<file path="src/rtl/gray_rx_pkg.sv">
// Shared definitions for the Gray-count receiver: FSM encodings, default
// synchronizer depth and a bit-count helper used for the step-size check.
package gray_rx_pkg;

    typedef enum logic [1:0] {
        ST_INIT  = 2'd0,
        ST_TRACK = 2'd1,
        ST_FAULT = 2'd2
    } state_t;

    localparam int DEF_SYNC_STAGES = 2;

    function automatic logic [5:0] popcount32(input logic [31:0] v);
        logic [5:0] c;
        c = 6'd0;
        for (int i = 0; i < 32; i++) begin
            c = c + {5'd0, v[i]};
        end
        return c;
    endfunction

endpackage

</file>
<file path="src/rtl/gray2bin.sv">
// Combinational Gray-to-binary converter: each binary bit is the XOR of all
// Gray bits at or above its position.
module gray2bin #(
    parameter int N = 4
) (
    input  logic [N-1:0] gray,
    output logic [N-1:0] bin
);

    for (genvar i = 0; i < N; i++) begin : g_bit
        assign bin[i] = ^gray[N-1:i];
    end

endmodule

</file>
<file path="src/rtl/gray_rx_decoder.sv">
// Receives an asynchronous Gray count, synchronizes it, and reports accepted
// single-step changes in binary, flagging multi-bit jumps as a sticky error.
module gray_rx_decoder
    import gray_rx_pkg::*;
#(
    parameter int N           = 4,
    parameter int SYNC_STAGES = DEF_SYNC_STAGES
) (
    input  logic         clk,
    input  logic         rst,
    input  logic [N-1:0] gray_in,
    input  logic         clear_err,
    output logic [N-1:0] bin_out,
    output logic         bin_valid,
    output logic         step_dn,
    output logic         wrap,
    output logic         err_multi
);

    localparam int CW = $clog2(SYNC_STAGES + 1);
    localparam logic [N-1:0] ONE = {{(N-1){1'b0}}, 1'b1};

    logic [N-1:0]  sync_r [SYNC_STAGES];
    logic [N-1:0]  g_s;
    logic [N-1:0]  b_s;
    logic [N-1:0]  g_ref_r, g_ref_s;
    logic [N-1:0]  bin_s;
    logic [CW-1:0] cnt_r, cnt_s;
    logic [31:0]   diff_s;
    logic [5:0]    dist_s;
    logic          single_s, multi_s;
    logic          valid_s, dn_s, wrap_s, err_s;
    state_t        state_r, state_s;

    // Synchronizer chain; only the final stage is trusted downstream.
    always_ff @(posedge clk or posedge rst) begin
        if (rst) begin
            for (int i = 0; i < SYNC_STAGES; i++) sync_r[i] <= '0;
        end else begin
            sync_r[0] <= gray_in;
            for (int i = 1; i < SYNC_STAGES; i++) sync_r[i] <= sync_r[i-1];
        end
    end

    assign g_s = sync_r[SYNC_STAGES-1];

    gray2bin #(.N(N)) u_gray2bin (
        .gray (g_s),
        .bin  (b_s)
    );

    assign diff_s   = 32'(g_s ^ g_ref_r);
    assign dist_s   = popcount32(diff_s);
    assign single_s = (dist_s == 6'd1);
    assign multi_s  = (dist_s > 6'd1);

    // Next-state and next-output logic for INIT / TRACK / FAULT.
    always_comb begin
        state_s = state_r;
        cnt_s   = cnt_r;
        g_ref_s = g_ref_r;
        bin_s   = bin_out;
        valid_s = 1'b0;
        dn_s    = 1'b0;
        wrap_s  = 1'b0;
        err_s   = err_multi;
        case (state_r)
            ST_INIT: begin
                if (cnt_r == CW'(SYNC_STAGES)) begin
                    g_ref_s = g_s;
                    bin_s   = b_s;
                    state_s = ST_TRACK;
                end else begin
                    cnt_s = cnt_r + CW'(1);
                end
            end
            ST_TRACK, ST_FAULT: begin
                if (single_s) begin
                    g_ref_s = g_s;
                    bin_s   = b_s;
                    valid_s = 1'b1;
                    dn_s    = (b_s == (bin_out - ONE));
                    wrap_s  = (bin_out == '1) && (b_s == '0);
                end else if (multi_s) begin
                    g_ref_s = g_s;
                    bin_s   = b_s;
                    err_s   = 1'b1;
                    state_s = ST_FAULT;
                end else begin
                    g_ref_s = g_ref_r;
                end
                // A simultaneous multi-bit jump keeps the error asserted.
                if ((state_r == ST_FAULT) && clear_err && !multi_s) begin
                    err_s   = 1'b0;
                    state_s = ST_TRACK;
                end else begin
                    cnt_s = cnt_r;
                end
            end
            default: begin
                state_s = ST_INIT;
                cnt_s   = '0;
            end
        endcase
    end

    // State, reference sample and registered outputs.
    always_ff @(posedge clk or posedge rst) begin
        if (rst) begin
            state_r   <= ST_INIT;
            cnt_r     <= '0;
            g_ref_r   <= '0;
            bin_out   <= '0;
            bin_valid <= 1'b0;
            step_dn   <= 1'b0;
            wrap      <= 1'b0;
            err_multi <= 1'b0;
        end else begin
            state_r   <= state_s;
            cnt_r     <= cnt_s;
            g_ref_r   <= g_ref_s;
            bin_out   <= bin_s;
            bin_valid <= valid_s;
            step_dn   <= dn_s;
            wrap      <= wrap_s;
            err_multi <= err_s;
        end
    end

endmodule

</file>
<file path="config.mk">
export PLATFORM = sky130hd
export DESIGN_NAME = gray_rx_decoder
export DESIGN_NICKNAME = d
export VERILOG_FILES = /design/src/rtl/gray_rx_pkg.sv /design/src/rtl/gray2bin.sv /design/src/rtl/gray_rx_decoder.sv
export SDC_FILE = /design/constraint.sdc
export NUM_CORES = 1
export LEC_CHECK = 0
export CAP_MARGIN = 20
export CORE_ASPECT_RATIO = 0.6
export CORE_MARGIN = 8
export CORE_UTILIZATION = 57
export CTS_BUF_LIST = sky130_fd_sc_hd__clkbuf_4 sky130_fd_sc_hd__clkbuf_8
export CTS_CLUSTER_SIZE = 40
export DETAILED_ROUTE_END_ITERATION = 8
export PLACE_DENSITY = 0.81
export SLEW_MARGIN = 15
export SYNTH_ARGS = -nofsm -noshare
export SYNTH_HDL_FRONTEND = slang
export SYNTH_SLANG_ARGS = --single-unit
</file>
<file path="constraint.sdc">
create_clock -name clk -period 3.13 [get_ports clk]
set_clock_uncertainty 0.1 [all_clocks]
set_input_delay 0.4695 -clock clk [delete_from_list [all_inputs] [get_ports clk]]
set_output_delay 0.4695 -clock clk [all_outputs]
set_load 0.01 [all_outputs]
</file>
# Word level (Yosys, flattened, before mapping)

Index checks and enable logic that the tools add are counted.

Equality and inequality tests: 12
Shift operators: 0
Div/mod/pow operators: 0
Reduce and logical (&&, ||, !) cells: 16
$mul: 0
Order comparisons: 1
$add $sub $neg: 33
Multiplexer cells: 24
Bitwise logic cells: 2

Operators with widths:

| operator                                                      | number |
|---|---|
| adder 6 x 1 -> 6 bit, second input constant                   | 26 |
| two-way mux 4 bit                                             | 6 |
| one-hot mux 4 bit (2 select lines)                            | 2 |
| two-way mux 2 bit                                             | 5 |
| two-way mux 1 bit                                             | 9 |
| inequality test 3 bit, second input constant                  | 3 |
| AND reduction 3 bit                                           | 3 |
| one-hot mux 2 bit (2 select lines)                            | 2 |
| adder 5 x 1 -> 6 bit, second input constant                   | 1 |
| equality test 6 x 1 -> 1 bit, second input constant           | 1 |
| greater-than comparator 6 x 1 -> 1 bit, second input constant | 1 |
| adder 4 x 1 -> 5 bit, second input constant                   | 1 |
| adder 3 x 1 -> 4 bit                                          | 1 |
| equality test 2 bit, second input constant                    | 2 |
| equality test 4 bit                                           | 1 |
| equality test 4 bit, second input constant                    | 1 |
| zero test 4 bit                                               | 1 |
| inequality test 2 bit, second input constant                  | 2 |
| nonzero test 2 bit                                            | 2 |
| XOR reduction 4 bit                                           | 1 |
| subtractor 4 x 1 -> 4 bit, second input constant              | 1 |
| bitwise XOR 4 bit                                             | 1 |
| adder 2 x 1 -> 3 bit                                          | 1 |
| logical AND 1 bit                                             | 3 |
| other kinds (11)                                              | 11 |

Memories: 0
Output and inout port bits: 8
Bits in writable memories: 0
Bits in latches: 0
Flip-flop bits (word level): 24
Bits of input ports: 7
Memory bits (read-only): 0
Logic and storage cells: 98

# Logic depth before layout (Yosys ltp)

Depth in word-level cells: 37
Gate-level depth with buffers: 11
Depth with buffers taken out: 10

# Modules after synthesis

A second synthesis with hierarchy kept.

Cell total of the unflattened synthesis: 99
Area, all modules: 1207.4 um2

Modules (own cells, without submodules):

| module          | cells an instance | instances | area each (um2) |
|---|---|---|---|
| gray_rx_decoder | 94                | 1         | 1157.4 |
| gray2bin        | 5                 | 1         | 50.0 |

# Worst setup path before layout

OpenSTA, ideal clock, no wires.

Path kind: register to register
Start point: register sync_r (netlist bit g_s[1])
End point: register bin_out[2]
Setup time: 125 ps
Buffers on the path: 1
Stages on the path, launching flop included: 11
Data required time: 2905 ps
Slack: 292 ps
Data arrival time: 2613 ps
Cell sequence: dfrtp_1 -> buf_6 -> xor2_1 -> fa_1 -> ha_1 -> inv_1 -> ha_1 -> nor2_1 -> nand2_1 -> a311oi_4 -> mux2_2

Longest elaborated chain between the ends: 35

Ends and longest elaborated chain:

| item                                                                                       | RTL line                                     | text |
|---|---|---|
| start, declared                                                                            | gray_rx_decoder.sv:23                        | `logic [N-1:0] sync_r [SYNC_STAGES];` |
| bitwise XOR 4 bit *                                                                        | gray_rx_decoder.sv:52                        | `assign diff_s = 32'(g_s ^ g_ref_r);` |
| adder 1 x 1 -> 2 bit *                                                                     | gray_rx_pkg.sv:17                            | `c = c + {5'd0, v[i]};` |
| adder 2 x 1 -> 3 bit *                                                                     | gray_rx_pkg.sv:17                            |  |
| adder 3 x 1 -> 4 bit *                                                                     | gray_rx_pkg.sv:17                            |  |
| adder 4 x 1 -> 5 bit *                                                                     | gray_rx_pkg.sv:17                            |  |
| adder 5 x 1 -> 6 bit *                                                                     | gray_rx_pkg.sv:17                            |  |
| adder 6 x 1 -> 6 bit * (26 in series)                                                      | gray_rx_pkg.sv:17                            |  |
| greater-than comparator 6 x 1 -> 1 bit or equality test 6 x 1 -> 1 bit (tied branches)     | gray_rx_decoder.sv:55, gray_rx_decoder.sv:54 |  |
| inequality test 3 bit (no source line) or two-way mux 4 bit (tied branches)                | -                                            |  |
| AND reduction 3 bit (no source line) or one-hot mux 4 bit (2 select lines) (tied branches) | -                                            |  |
| end signal, assigned                                                                       | gray_rx_decoder.sv:122                       | `bin_out <= bin_s;` |
| end, declared                                                                              | gray_rx_decoder.sv:13                        | `output logic [N-1:0] bin_out,` |

Mark *: on every way between the ends. The rest lies on a longest branch, timed or not.
A chain may end at the register's enable or synchronous reset.

# Final worst setup path

Start point: register sync_r (netlist bit g_s[3])
End point: register g_ref_r[0]

Longest elaborated chain between the ends: 33

Ends and longest elaborated chain:

| item                                                                                       | RTL line                                     | text |
|---|---|---|
| bitwise XOR 4 bit *                                                                        | gray_rx_decoder.sv:52                        |  |
| adder 3 x 1 -> 4 bit *                                                                     | gray_rx_pkg.sv:17                            |  |
| adder 4 x 1 -> 5 bit *                                                                     | gray_rx_pkg.sv:17                            |  |
| adder 5 x 1 -> 6 bit *                                                                     | gray_rx_pkg.sv:17                            |  |
| adder 6 x 1 -> 6 bit * (26 in series)                                                      | gray_rx_pkg.sv:17                            |  |
| greater-than comparator 6 x 1 -> 1 bit or equality test 6 x 1 -> 1 bit (tied branches)     | gray_rx_decoder.sv:55, gray_rx_decoder.sv:54 |  |
| inequality test 3 bit (no source line) or two-way mux 4 bit (tied branches)                | -                                            |  |
| AND reduction 3 bit (no source line) or one-hot mux 4 bit (2 select lines) (tied branches) | -                                            |  |
| end signal, assigned                                                                       | gray_rx_decoder.sv:121                       | `g_ref_r <= g_ref_s;` |
| end, declared                                                                              | gray_rx_decoder.sv:26                        | `logic [N-1:0] g_ref_r, g_ref_s;` |

Marked as above.

==> run metrics <==
status completed; CORE AREA 2110 µm²; worst hold slack 0.264 ns; max cap viols 0; number of DRC markers after the initial detailed-route iteration 49; TritonCTS clock tree done; Worst-path clk slew 0.13 ns; syn_area_per_cell around 11 µm²; Startpoint Class flop; # IOs 15; cell count after synthesis around 110; Initial Utilization 0.586; Clk Latency, worst-skew pair between 0.3 and 0.4 ns; Total GRT Usage 0.108; layout filler cell count 153; Net count, final roughly 150; crit path capture type flop; cells along the critical path xor2_1 > fa_1 > ha_1 > inv_1 > ha_1 > nor2_1 > nand2_1 > a311oi_4 > mux2_2; layout cells sized above 1 0.127; pre-CTS setup slack ~0.18 ns; clk sink count 23; Worst R2R Setup Slack 0.17 ns; post-CTS setup buffer count 0; die extent in x 76.2 µm; dpl hpwl 1.55 mm; f_max 337 MHz; leakage 0.645 nW; cell mode on critical path ha_1; Unique masters post-synth 31; FF+latch count, synth 23; DR vias/cell 5.10; final hold vios 0; Total Power about 1.6 mW; final cell count without fillers between 150 and 200; Rows 13; top_reg_cell synth dfrtp_1; Overflow after GRT 0; CP Data Required Time 3.24 ns; via count approximately 800; Placed Cells 152; Power per Cell Area 1080 nW/µm²; # setup viols final 0; vias in the first global route 723; Mapped Nets 127; CP Max Fanout 6; worst-margin pin slew 0.867 ns; CP bufs+invs 1; cts hold-fix bufs 0; Synth-to-Final Area Change 16.2%; first-pass GRT wire length 3.45 mm; drt pass-1 iters 4; port buffer count 14; Critical Path Max Stage Delay between 0.4 and 0.5 ns; final WL 2.06 mm; part of the cycle the worst path needs 0.947; Synth area leaders dfrtp_1, ha_1, xnor2_1, mux2_2, xor2_1; Max-slew headroom 0.422; register area share after synthesis 0.465; Num CTS Buffers 3; initial antenna violation count 0; RSZ-0062 raised after global routing no; fin area 1440 µm²; placed cell area approximately 1400 µm²; Die Y 52.1 µm; RD Place Congestion 0.791; Syn. warnings 0; CTS Buffer Depth 2; setup_tns 0 ns; n_diodes 0; share of the synthesized area in the top cell type 0.465; most common cell in the netlist dfrtp_1; mapped cell area about 1200 µm²; routed len/inst 13.2 µm; full die area a little under 4000 µm²; max-slew violations 0; WP data arrival 3.07 ns; worst setup margin 0.165 ns; Core Util, Final 0.680; H-tree levels 1; VDD IR max approximately 0.52 mV; ys async rst share 1.00; Hold Crit Class flop to flop; DRC 0; clock period minus worst slack between 2 and 3 ns; post-CTS sizing 0; Root Buffer clkbuf_4; commonest cells in the netlist dfrtp_1, inv_1, ha_1; slowest cell on the critical path dfrtp_1; crit path kind flop to flop; post-route ant nets 0; largest net degree at the start of global routing 24; top cell family by delay on the critical path adder cells; biggest area consumer among synthesized cells dfrtp_1; Post-synth EDFFs 0
==> cell usage in the layout, fill, tap and decap left out <==
cell             synthesis  routed
mux2_2                   5       5
inv_1                   11      11
a311oi_4                 1       1
a21o_2                   1       1
o21ai_0                  1       1
xnor2_1                  7       7
clkbuf_4                 0       3
a22o_1                   2       2
nand2b_4                 1       1
mux2i_1                  2       2
a211oi_1                 1       1
o2111ai_1                1       1
o211ai_1                 1       1
xor2_2                   1       1
nor3b_1                  1       1
buf_4                    1       2
or3_1                    2       2
inv_2                    1       1
clkinvlp_4               0       1
nand2_1                  8       8
clkdlybuf4s50_1          0      14
nor3_1                   2       2
o31ai_1                  1       1
nor2_1                   3       3
nand4_1                  2       2
o21bai_1                 1       1
xor2_1                   6       6
ha_1                    10      10
a21oi_1                  6       6
fa_1                     1       1
dfrtp_1                 23      23
nand3_1                  4       4
==> worst reg2reg max path, stage by stage, from the launching register on <==
cell and delay [ns]:
dfrtp_1 0.47, xor2_1 0.27, fa_1 0.46, ha_1 0.22, inv_1 0.06, ha_1 0.23
nor2_1 0.09, nand2_1 0.10, a311oi_4 0.47, mux2_2 0.39
==> layer usage <==
metal	global-route usage	wire (µm)	vias up
met5	0	0	-
met4	0.0158	10	0
met3	0.0481	134	2
met2	0.160	872	18
met1	0.144	1040	375
li1	-	-	401
==> final timing paths <==
path                                     startpoint                     end  depth (start not counted)
worst max register to register     g_s[3]$_DFF_PP0_  g_ref_r[0]$_DFFE_PP0P_                          9
worst max-delay path               g_s[3]$_DFF_PP0_  g_ref_r[0]$_DFFE_PP0P_                          9
min in group asynchronous                       rst   err_multi$_DFFE_PP0P_                          2
max in group asynchronous                       rst     sync_r[5]$_DFF_PP0_                          2
worst min register to register  sync_r[7]$_DFF_PP0_        g_s[3]$_DFF_PP0_                          0
worst min-delay path            sync_r[7]$_DFF_PP0_        g_s[3]$_DFF_PP0_                          0
==> power by group <==
group          internal, mW  switching (mW)  leakage, nW  total, mW
Sequential            0.385          0.0792        0.279      0.464
Clock                0.0487          0.0908       0.0139      0.140
Combinational         0.463           0.487        0.353      0.950
Total                 0.897           0.657        0.645       1.55
==> registers in the layout, summed over array words and instances, names as in the netlist <==
signal     count
step_dn        1
bin_valid      1
bin_out        4
g_ref_r        3
g_s            4
wrap           1
state_r        2
sync_r         4
cnt_r          2
err_multi      1
==> kinds of logic (layout without fill, tap and decap cells) <==
group,Yosys count,after routing,synth area share
multiplexers,7,7,0.0616
buffers and inverters,15,32,0.0545
flip-flops,23,23,0.465
AND/OR/NAND/NOR,23,23,0.0949
adder cells (fa/ha/maj),11,11,0.117
XOR/XNOR,14,14,0.105
AO/OA/AOI/OAI,16,16,0.102
==> layout make-up <==
cell class / count / area, µm² / area share
clock buffer: 3 / 22.5 / 0.0157
clock inverter: 1 / 7.51 / 0.00522
timing repair buffer: 16 / 155 / 0.108
tap: 30 / 37.5 / 0.0261
multi-input combinational: 71 / 596 / 0.414
sequential: 23 / 576 / 0.400
inverter: 12 / 45.0 / 0.0313
(Power assumes the default switching activity.)
